`src/rtl/grant_burst_mux.sv`:
```
// grant_burst_mux
//   Sits behind a round-robin arbiter and moves one burst of up to BURST_LEN
//   beats from the granted requester to a single shared resource. The owner is
//   captured only while idle, so the arbiter may rotate its grant freely while
//   a burst is in flight.
//
// Ports
//   clk, rst_n      clock, asynchronous active-low reset
//   Req             per-requester request level (same lines the arbiter sees)
//   Grant           one-hot grant from the arbiter
//   Data_in         packed requester beats, slice i = [i*DATA_WIDTH +: DATA_WIDTH]
//   Data_valid      requester i has a beat on its slice
//   Data_ack        combinational pop strobe to the owning requester
//   Out_data        registered beat towards the shared resource
//   Out_valid       Out_data holds a beat
//   Out_ready       shared resource takes the beat
//   Owner           registered one-hot owner of the current burst, 0 when idle
//   Busy            high whenever the block is not idle
//   Done            one-cycle pulse to the owner when its burst finishes
//   Grant_err       one-cycle pulse when an idle-time grant is not one-hot
module grant_burst_mux #(
  parameter int INPUT_WIDTH = 4,
  parameter int DATA_WIDTH  = 8,
  parameter int BURST_LEN   = 4
) (
  input  logic                              clk,
  input  logic                              rst_n,
  input  logic [INPUT_WIDTH-1:0]            Req,
  input  logic [INPUT_WIDTH-1:0]            Grant,
  input  logic [INPUT_WIDTH*DATA_WIDTH-1:0] Data_in,
  input  logic [INPUT_WIDTH-1:0]            Data_valid,
  output logic [INPUT_WIDTH-1:0]            Data_ack,
  output logic [DATA_WIDTH-1:0]             Out_data,
  output logic                              Out_valid,
  input  logic                              Out_ready,
  output logic [INPUT_WIDTH-1:0]            Owner,
  output logic                              Busy,
  output logic [INPUT_WIDTH-1:0]            Done,
  output logic                              Grant_err
);

  localparam int CW = $clog2(BURST_LEN + 1);
  localparam logic [CW-1:0] BL    = CW'(BURST_LEN);
  localparam logic [CW-1:0] CNT_1 = CW'(1);
  localparam logic [INPUT_WIDTH-1:0] ONE_W = INPUT_WIDTH'(1);

  localparam logic [1:0] S_IDLE  = 2'd0;
  localparam logic [1:0] S_XFER  = 2'd1;
  localparam logic [1:0] S_DRAIN = 2'd2;
  localparam logic [1:0] S_DONE  = 2'd3;

  logic [1:0]             state_q, state_d;
  logic [INPUT_WIDTH-1:0] owner_q, owner_d;
  logic [CW-1:0]          loaded_q, loaded_d;
  logic [CW-1:0]          sent_q, sent_d;
  logic [DATA_WIDTH-1:0]  out_data_q, out_data_d;
  logic                   out_valid_q, out_valid_d;
  logic [INPUT_WIDTH-1:0] done_q, done_d;
  logic                   gerr_q, gerr_d;

  logic [DATA_WIDTH-1:0]  sel_data;
  logic                   grant_onehot;
  logic                   grant_multi;
  logic                   owner_req;
  logic                   owner_dv;
  logic                   can_load;
  logic                   accept;

  // Owner is one-hot, so an OR of the masked slices selects its beat.
  always_comb begin
    sel_data = '0;
    for (int i = 0; i < INPUT_WIDTH; i++) begin
      if (owner_q[i]) sel_data = sel_data | Data_in[i*DATA_WIDTH +: DATA_WIDTH];
    end
  end

  assign grant_onehot = (Grant != '0) && ((Grant & (Grant - ONE_W)) == '0);
  assign grant_multi  = (Grant != '0) && !grant_onehot;
  assign owner_req    = |(Req & owner_q);
  assign owner_dv     = |(Data_valid & owner_q);
  assign accept       = out_valid_q && Out_ready;

  // A new beat may enter the output register when it is empty or being
  // emptied this very cycle, which gives one beat per cycle at full rate.
  assign can_load = (state_q == S_XFER) && owner_dv && owner_req &&
                    (!out_valid_q || Out_ready) && (loaded_q < BL);

  assign Data_ack = can_load ? owner_q : '0;

  always_comb begin
    state_d     = state_q;
    owner_d     = owner_q;
    loaded_d    = loaded_q;
    sent_d      = sent_q;
    out_data_d  = out_data_q;
    out_valid_d = out_valid_q;
    done_d      = '0;
    gerr_d      = 1'b0;

    if (can_load) begin
      out_data_d  = sel_data;
      out_valid_d = 1'b1;
      loaded_d    = loaded_q + CNT_1;
    end else if (accept) begin
      out_valid_d = 1'b0;
    end

    if (accept && (sent_q != BL)) sent_d = sent_q + CNT_1;

    case (state_q)
      S_IDLE: begin
        if (grant_onehot && ((Req & Grant) != '0)) begin
          owner_d  = Grant;
          loaded_d = '0;
          sent_d   = '0;
          state_d  = S_XFER;
        end else if (grant_multi) begin
          gerr_d = 1'b1;
        end
      end
      S_XFER: begin
        // Leaves after the final load commits, or immediately when the owner
        // withdraws its request (no load can happen in that cycle).
        if (!owner_req || (loaded_d == BL)) state_d = S_DRAIN;
      end
      S_DRAIN: begin
        if (!out_valid_q || Out_ready) state_d = S_DONE;
      end
      S_DONE: begin
        done_d  = owner_q;
        owner_d = '0;
        state_d = S_IDLE;
      end
      default: state_d = S_IDLE;
    endcase
  end

  always_ff @(posedge clk or negedge rst_n) begin
    if (!rst_n) begin
      state_q     <= S_IDLE;
      owner_q     <= '0;
      loaded_q    <= '0;
      sent_q      <= '0;
      out_data_q  <= '0;
      out_valid_q <= 1'b0;
      done_q      <= '0;
      gerr_q      <= 1'b0;
    end else begin
      state_q     <= state_d;
      owner_q     <= owner_d;
      loaded_q    <= loaded_d;
      sent_q      <= sent_d;
      out_data_q  <= out_data_d;
      out_valid_q <= out_valid_d;
      done_q      <= done_d;
      gerr_q      <= gerr_d;
    end
  end

  assign Out_data  = out_data_q;
  assign Out_valid = out_valid_q;
  assign Owner     = owner_q;
  assign Busy      = (state_q != S_IDLE);
  assign Done      = done_q;
  assign Grant_err = gerr_q;

endmodule
```
`config.mk`:
```
export PLATFORM = sky130hd
export DESIGN_NAME = grant_burst_mux
export DESIGN_NICKNAME = d
export VERILOG_FILES = /design/src/rtl/grant_burst_mux.sv
export SDC_FILE = /design/constraint.sdc
export NUM_CORES = 1
export LEC_CHECK = 0
export CORE_AREA = 4 4 74 56
export DETAILED_ROUTE_END_ITERATION = 8
export DIE_AREA = 0 0 78 60
export GPL_TIMING_DRIVEN = 0
export HOLD_SLACK_MARGIN = 0.12
export PLACE_DENSITY = 0.8
export SYNTH_ARGS = -nofsm -noshare
export SYNTH_HDL_FRONTEND = slang
export SYNTH_SLANG_ARGS = --single-unit
```
`constraint.sdc`:
```
create_clock -name clk -period 2.5 [get_ports clk]
set_clock_uncertainty 0.15 [all_clocks]
set_input_delay 0.5 -clock clk [delete_from_list [all_inputs] [get_ports clk]]
set_output_delay 0.5 -clock clk [all_outputs]
set_load 0.03 [all_outputs]
```
==> impl_metrics.ini, run 1 <==
[outcome]
status = finished, final reports clean

[pwr]
peakVddDrop_v = 0.000500
p_per_area_nw_per_um2 = 1000
power.leakage_nw = 0.981

[routing]
wl_per_cell_um = 17.0
via_count = 1276
dr_wl_met2_um = 2130
top_layer_used = met4
wl_met3_um = 303
dr.first_iter.drc_count = 43
dr.pass1.iters = 4
drc = 0
via_per_inst = 5.06
drt-met1-wl_um = 1820
wl_um = 4290
final_antenna_net_count = 0

[critical_path]
crit_fanout = 5
path_common_cell = buf_6
critPathKind = reg2out
critPathLaunchType = flop
cpPeakStageDelay_ns = 0.45
cp_data_required_time_ns = 1.85
cp_num_buf_inv = 2
critical-path-slowest-cell = dfrtp_1
arrival_ns = 1.70
cp_cell_sequence = a22o_1 > o21ai_4 > nor3_4 > buf_6 > and2_1 > buf_6
endpoint_kind = output pin
crit_family = compound AO/OA/AOI/OAI gates

[logic_synthesis]
yosys_warnings = 0
ys_seq_elements = 23
synth_most_common_cell = dfrtp_1
synthDistinctLibCells = 29
async_reset_ff_share_pct = 100
synth_area_leaders = dfrtp_1, a22oi_1, ha_1
synthCells = 117
syn_area_um2 = 1260
synth_top_area_cell = dfrtp_1
yosys.area.top_type_share_pct = 45.8
synth_edf_count = 0
synth.yosys.seq_area_share_pct = 45.8
avgSynthCellArea_um2 = 10.7
yosys-top-cells-count = dfrtp_1, a22oi_1, nor2_1
synthesis.nets = 170
synth-main-ff-cell = dfrtp_1

[placed_design]
portBuffers = 69
dpl.hpwl_um = 3130
dp.cells = 236
placed_area_um2 = 2010
dp_worst_setup_slack_ns = -0.855
globalplace.congestion = 0.935

[clock_tree]
cts_buffers = 3
cts_tree = built
worstSkewPairLatency_ns = 0.26
root_buffer = clkbuf_8
clock_sinks = 23
clock_path_buffers = 2
htree_levels = 1
clk_pin_slew_ns = 0.08

[global_routing]
antenna_found_initial = 0
grt_pass1_wl_um = 6730
grt_remaining_overflow = 0
grt_pass1_vias = 1400
grt_start_max_net_pins = 24
grtUsageTotal_pct = 18.7

[die]
core_area_um2 = 3400
dieArea_um2 = 4680
start_util_pct = 36.9
die_w_um = 78
num_rows = 18
die_height_um = 60
io_pins = 70

[sta]
worstMarginPinSlew_ns = 1.04
fin_crit_ns = 2.35
hold_violations = 0
slew_viol_final = 0
finalSetupViolCount = 0
fmax_ghz = 0.426
relSlewSlack_pct = 30.7
rsz0062_at_grt = false
fin_crit_sh_pct = 93.9
post-route-worst-setup-slack_ns = 0.152

[layout]
fin_area_um2 = 2200
antenna_cells = 0
fin_nets = 256
instances_no_fill = 252
drive_gt1_share_pct = 18.8
areaGrowthSynthToFinish_pct = 75.4

[flow_run]
max-cap-violations = 0

[worst_hold_path]
hp-class = reg2reg
## layout by cell type (no fill, tap or decap), types with 2 or more instances in the layout
master           count
nor2_1              14
and2_1               5
clkbuf_8             3
and2_4               4
a21oi_1              2
a211oi_1             2
buf_6                6
mux2i_1              2
dfrtp_1             23
a22oi_1             18
clkbuf_1             4
a22o_1               6
dlymetal6s2s_1       6
nand2_1              2
buf_4               12
o21ai_4              2
dlygate4sd2_1        4
clkdlybuf4s50_1     55
inv_1                3
a31oi_1              8
ha_1                 6
## where the power goes
| part | switching, mW | total [mW] | internal, mW | leakage, nW |
|---|---|---|---|---|
| sequential | 0.124 | 0.632 | 0.509 | 0.303 |
| combinational | 0.740 | 1.35 | 0.613 | 0.652 |
| clock | 0.117 | 0.228 | 0.111 | 0.0255 |
| total | 0.981 | 2.21 | 1.23 | 0.981 |
## final timing paths
check / from / endpoint / slack (ns) / cells past startpoint
max reg2reg: Owner[0] / state_q[1] / 0.57 / 6
max in group asynchronous: rst_n / loaded_q[0] / 0.93 / 1
min in group asynchronous: rst_n / Out_valid / 0.65 / 1
min reg2reg: Out_data[7] / Out_data[7] / 0.41 / 2
max: Owner[2] / Data_ack[2] / 0.15 / 6
min: Out_data[7] / Out_data[7] / 0.41 / 2
## layer usage
layer | global-route usage, % | up-vias
li1 | - | 604
met1 | 22.6 | 620
met2 | 34.1 | 48
met3 | 4.37 | 4
met4 | 4.49 | 0
met5 | 0 | -
## stage by stage
step / utilization, % / TNS [ns] / total power, mW / hold slack (ns)
5_1_grt: 64.8 / 0 / 2.35 / 0.430
6_report: 64.8 / 0 / 2.21 / 0.410
4_1_cts: 63.2 / 0 / 2.20 / 0.413
2_1_floorplan: - / 0 / 1.39 / 0.0544
3_3_place_gp: 59.1 / -3.22 / 1.85 / 0.387
3_5_place_dp: 59.1 / -3.34 / 1.90 / 0.398
## cell families after synthesis
family / count (synthesis) / share of synthesized area, %
AO/OA/AOI/OAI: 43 / 27.5
XOR/XNOR: 1 / 0.697
adder cells (fa/ha/maj): 6 / 5.98
buffers and inverters: 10 / 3.19
flip-flops: 23 / 45.8
multiplexers: 3 / 2.79
AND/OR/NAND/NOR: 31 / 14.0
## sequential cells by signal, summed over array words and instances, names as in the netlist
register	cells
Out_data	8
Done	4
Owner	4
loaded_q	3
state_q	2
Grant_err	1
Out_valid	1
## what timing repair did
item | CTS | global route
endpoints found under the setup margin | 4 | 5
pin swaps | 5 | 4
hold buffers | 0 | 0
setup buffers | 9 | 3
gates resized for setup | 40 | 10
## worst register-to-register path, stage by stage (launching register included)
cell,delay [ns]
dfrtp_1,0.44
a22o_2,0.28
o21ai_4,0.19
buf_4,0.16
nor4_2,0.05
o221ai_2,0.23
mux2_4,0.33
## area by class of cell
cell class,instances,area [µm²]
plain buffers,6,37.5
clock buffers,3,41.3
clock inverters,1,5.00
fillers,264,1200
inverters,4,15.0
multi-input cells,84,671
flip-flops and latches,23,576
well taps,50,62.6
repair buffers,81,796
(Power assumes the default switching activity.)
==> run 2, diff against run 1 <==
- CORE_AREA: 4 4 74 56 -> 4 4 72 57
- DIE_AREA: 0 0 78 60 -> 0 0 76 61
==> impl_metrics.ini, run 2 (synthesized netlist as in run 1, its figures left out) <==
[critical_path]
crit_family = flip-flops
critPathLaunchType = flop
crit_end = Data_ack[1]
arrival_ns = 1.70
endpoint_kind = output pin
path_common_cell = buf_6
cp_cell_sequence = inv_1 > ha_1 > o21ai_4 > nor3_4 > buf_6 > and2_4 > buf_6
crit_fanout = 5
reg2reg_from = Owner[3]
rr_worst_depth = 7
reg2reg_to = state_q[1]
cp_data_required_time_ns = 1.85
path_depth = 7
ff2ff_setup_slack_ns = 0.43
critPathKind = reg2out
cpPeakStageDelay_ns = 0.42
critPathLaunch = state_q[1]
critical-path-slowest-cell = dfrtp_1
cp_num_buf_inv = 3

[pwr]
combPwrFrac_pct = 61.0
p_per_area_nw_per_um2 = 1030
clkPwrFrac_pct = 10.2
peakVddDrop_v = 0.000528
power.leakage_nw = 0.955
p_int_mw = 1.24
p_sw_share_pct = 44.1
power_mw = 2.21
p_seq_share_pct = 28.8
p_switching_uw = 974

[layout]
antenna_cells = 0
drive_gt1_share_pct = 16.8
fin_nets = 251
mostFrequentLayoutCells = clkdlybuf4s50_1, dfrtp_1, a22oi_1
largest_reg_flops = 8
areaGrowthSynthToFinish_pct = 71.6
instances_no_fill = 237
fin_area_um2 = 2160
layout_commonest_cell = clkdlybuf4s50_1

[clock_tree]
clock_sinks = 23
clock_path_buffers = 2
clk_pin_slew_ns = 0.08
root_buffer = clkbuf_8
htree_levels = 1
cts_buffers = 3
worstSkewPairLatency_ns = 0.26
postCtsHoldBufs = 0
cts_tree = built

[global_routing]
busiest_layer = met2
grtUsageTotal_pct = 18.6
grt_start_max_net_pins = 24
grtUsageMet3_pct = 4.75
grt_pass1_wl_um = 6930
grt_use_met1_pct = 21.3
use_met2_pct = 34.3
antenna_found_initial = 0
grt_remaining_overflow = 0
grt_pass1_vias = 1420

[routing]
drc = 0
final_antenna_net_count = 0
wl_um = 4190
dr.pass1.iters = 4
via_count = 1298
wl_per_cell_um = 17.7
dr.first_iter.drc_count = 78
via_per_inst = 5.48

[die]
dieArea_um2 = 4640
num_rows = 18
core_area_um2 = 3310
die_w_um = 76
start_util_pct = 37.9
die_height_um = 61
io_pins = 70

[sta]
fmax_ghz = 0.426
rsz0062_at_grt = false
finalSetupViolCount = 0
fin_crit_sh_pct = 93.8
relSlewSlack_pct = 31.7
fin_crit_ns = 2.35
slew_viol_final = 0
worstMarginPinSlew_ns = 1.02
fin_setup_tns_ns = 0
hold_violations = 0

[placed_design]
dpl.hpwl_um = 3170
globalplace.congestion = 0.904
placed_area_um2 = 2000
portBuffers = 69
dp.cells = 226

[flow_run]
max-cap-violations = 0

[worst_hold_path]
hp-class = reg2reg

[outcome]
status = finished, final reports clean
run 2: changes by cell type in the layout (fill, tap and decap cells not counted):
| cell | delta |
|---|---|
| inv_2 | -1 |
| inv_1 | +1 |
| buf_4 | -5 |
| and2_4 | +1 |
| and2_1 | -1 |
run 2: worst min-delay path, cell delays in order, from the launching register on:
cell	delay [ns]
dfrtp_1	0.39
nor2_1	0.10
a31oi_1	0.05
run 2: cell type report:
class | instances | area [µm²]
plain buffers | 6 | 37.5
clock buffers | 3 | 41.3
well taps | 40 | 50.0
fillers | 245 | 1150
multi-input cells | 84 | 673
repair buffers | 76 | 758
flip-flops and latches | 23 | 576
inverters | 4 | 15.0
clock inverters | 1 | 5.00
run 2: worst min-delay path by stage:
stage                      startpoint           to  depth (start not counted)
after floorplan                 rst_n      Done[0]                          0
after global placement    loaded_q[1]  loaded_q[1]                          2
after detailed placement  Out_data[2]  Out_data[2]                          2
after CTS                 Out_data[3]  Out_data[3]                          2
after global routing      Out_data[4]  Out_data[4]                          2
final                     Out_data[2]  Out_data[2]                          2
run 2: what timing repair did:
item / 4_1_cts / 5_1_grt
pin swaps: 5 / 4
setup buffers: 6 / 1
resized for setup: 40 / 10
setup endpoints to repair: 4 / 5
run 2: power by group through the flow:
stage / clock network, mW / logic [mW] / registers (mW)
floorplan: 0 / 0.565 / 0.826
global placement: 0 / 1.23 / 0.625
detailed placement: 0 / 1.26 / 0.636
CTS: 0.231 / 1.32 / 0.631
global route: 0.242 / 1.44 / 0.655
finish: 0.225 / 1.35 / 0.637
run 2: per-layer routing:
metal	up-vias	part of all wire (%)
met4	0	1.8
met2	74	51
met5	-	0
met3	8	8.1
li1	599	-
met1	617	39
run 2: per-stage QoR:
step / hold slack, ns / worst slack [ns] / utilization (%)
floorplan: 0.0544 / 0.245 / -
global placement: 0.387 / -0.815 / 60.3
detailed placement: 0.405 / -0.840 / 60.3
CTS: 0.413 / 0.0159 / 63.9
global route: 0.435 / 0.0621 / 65.1
finish: 0.414 / 0.154 / 65.1
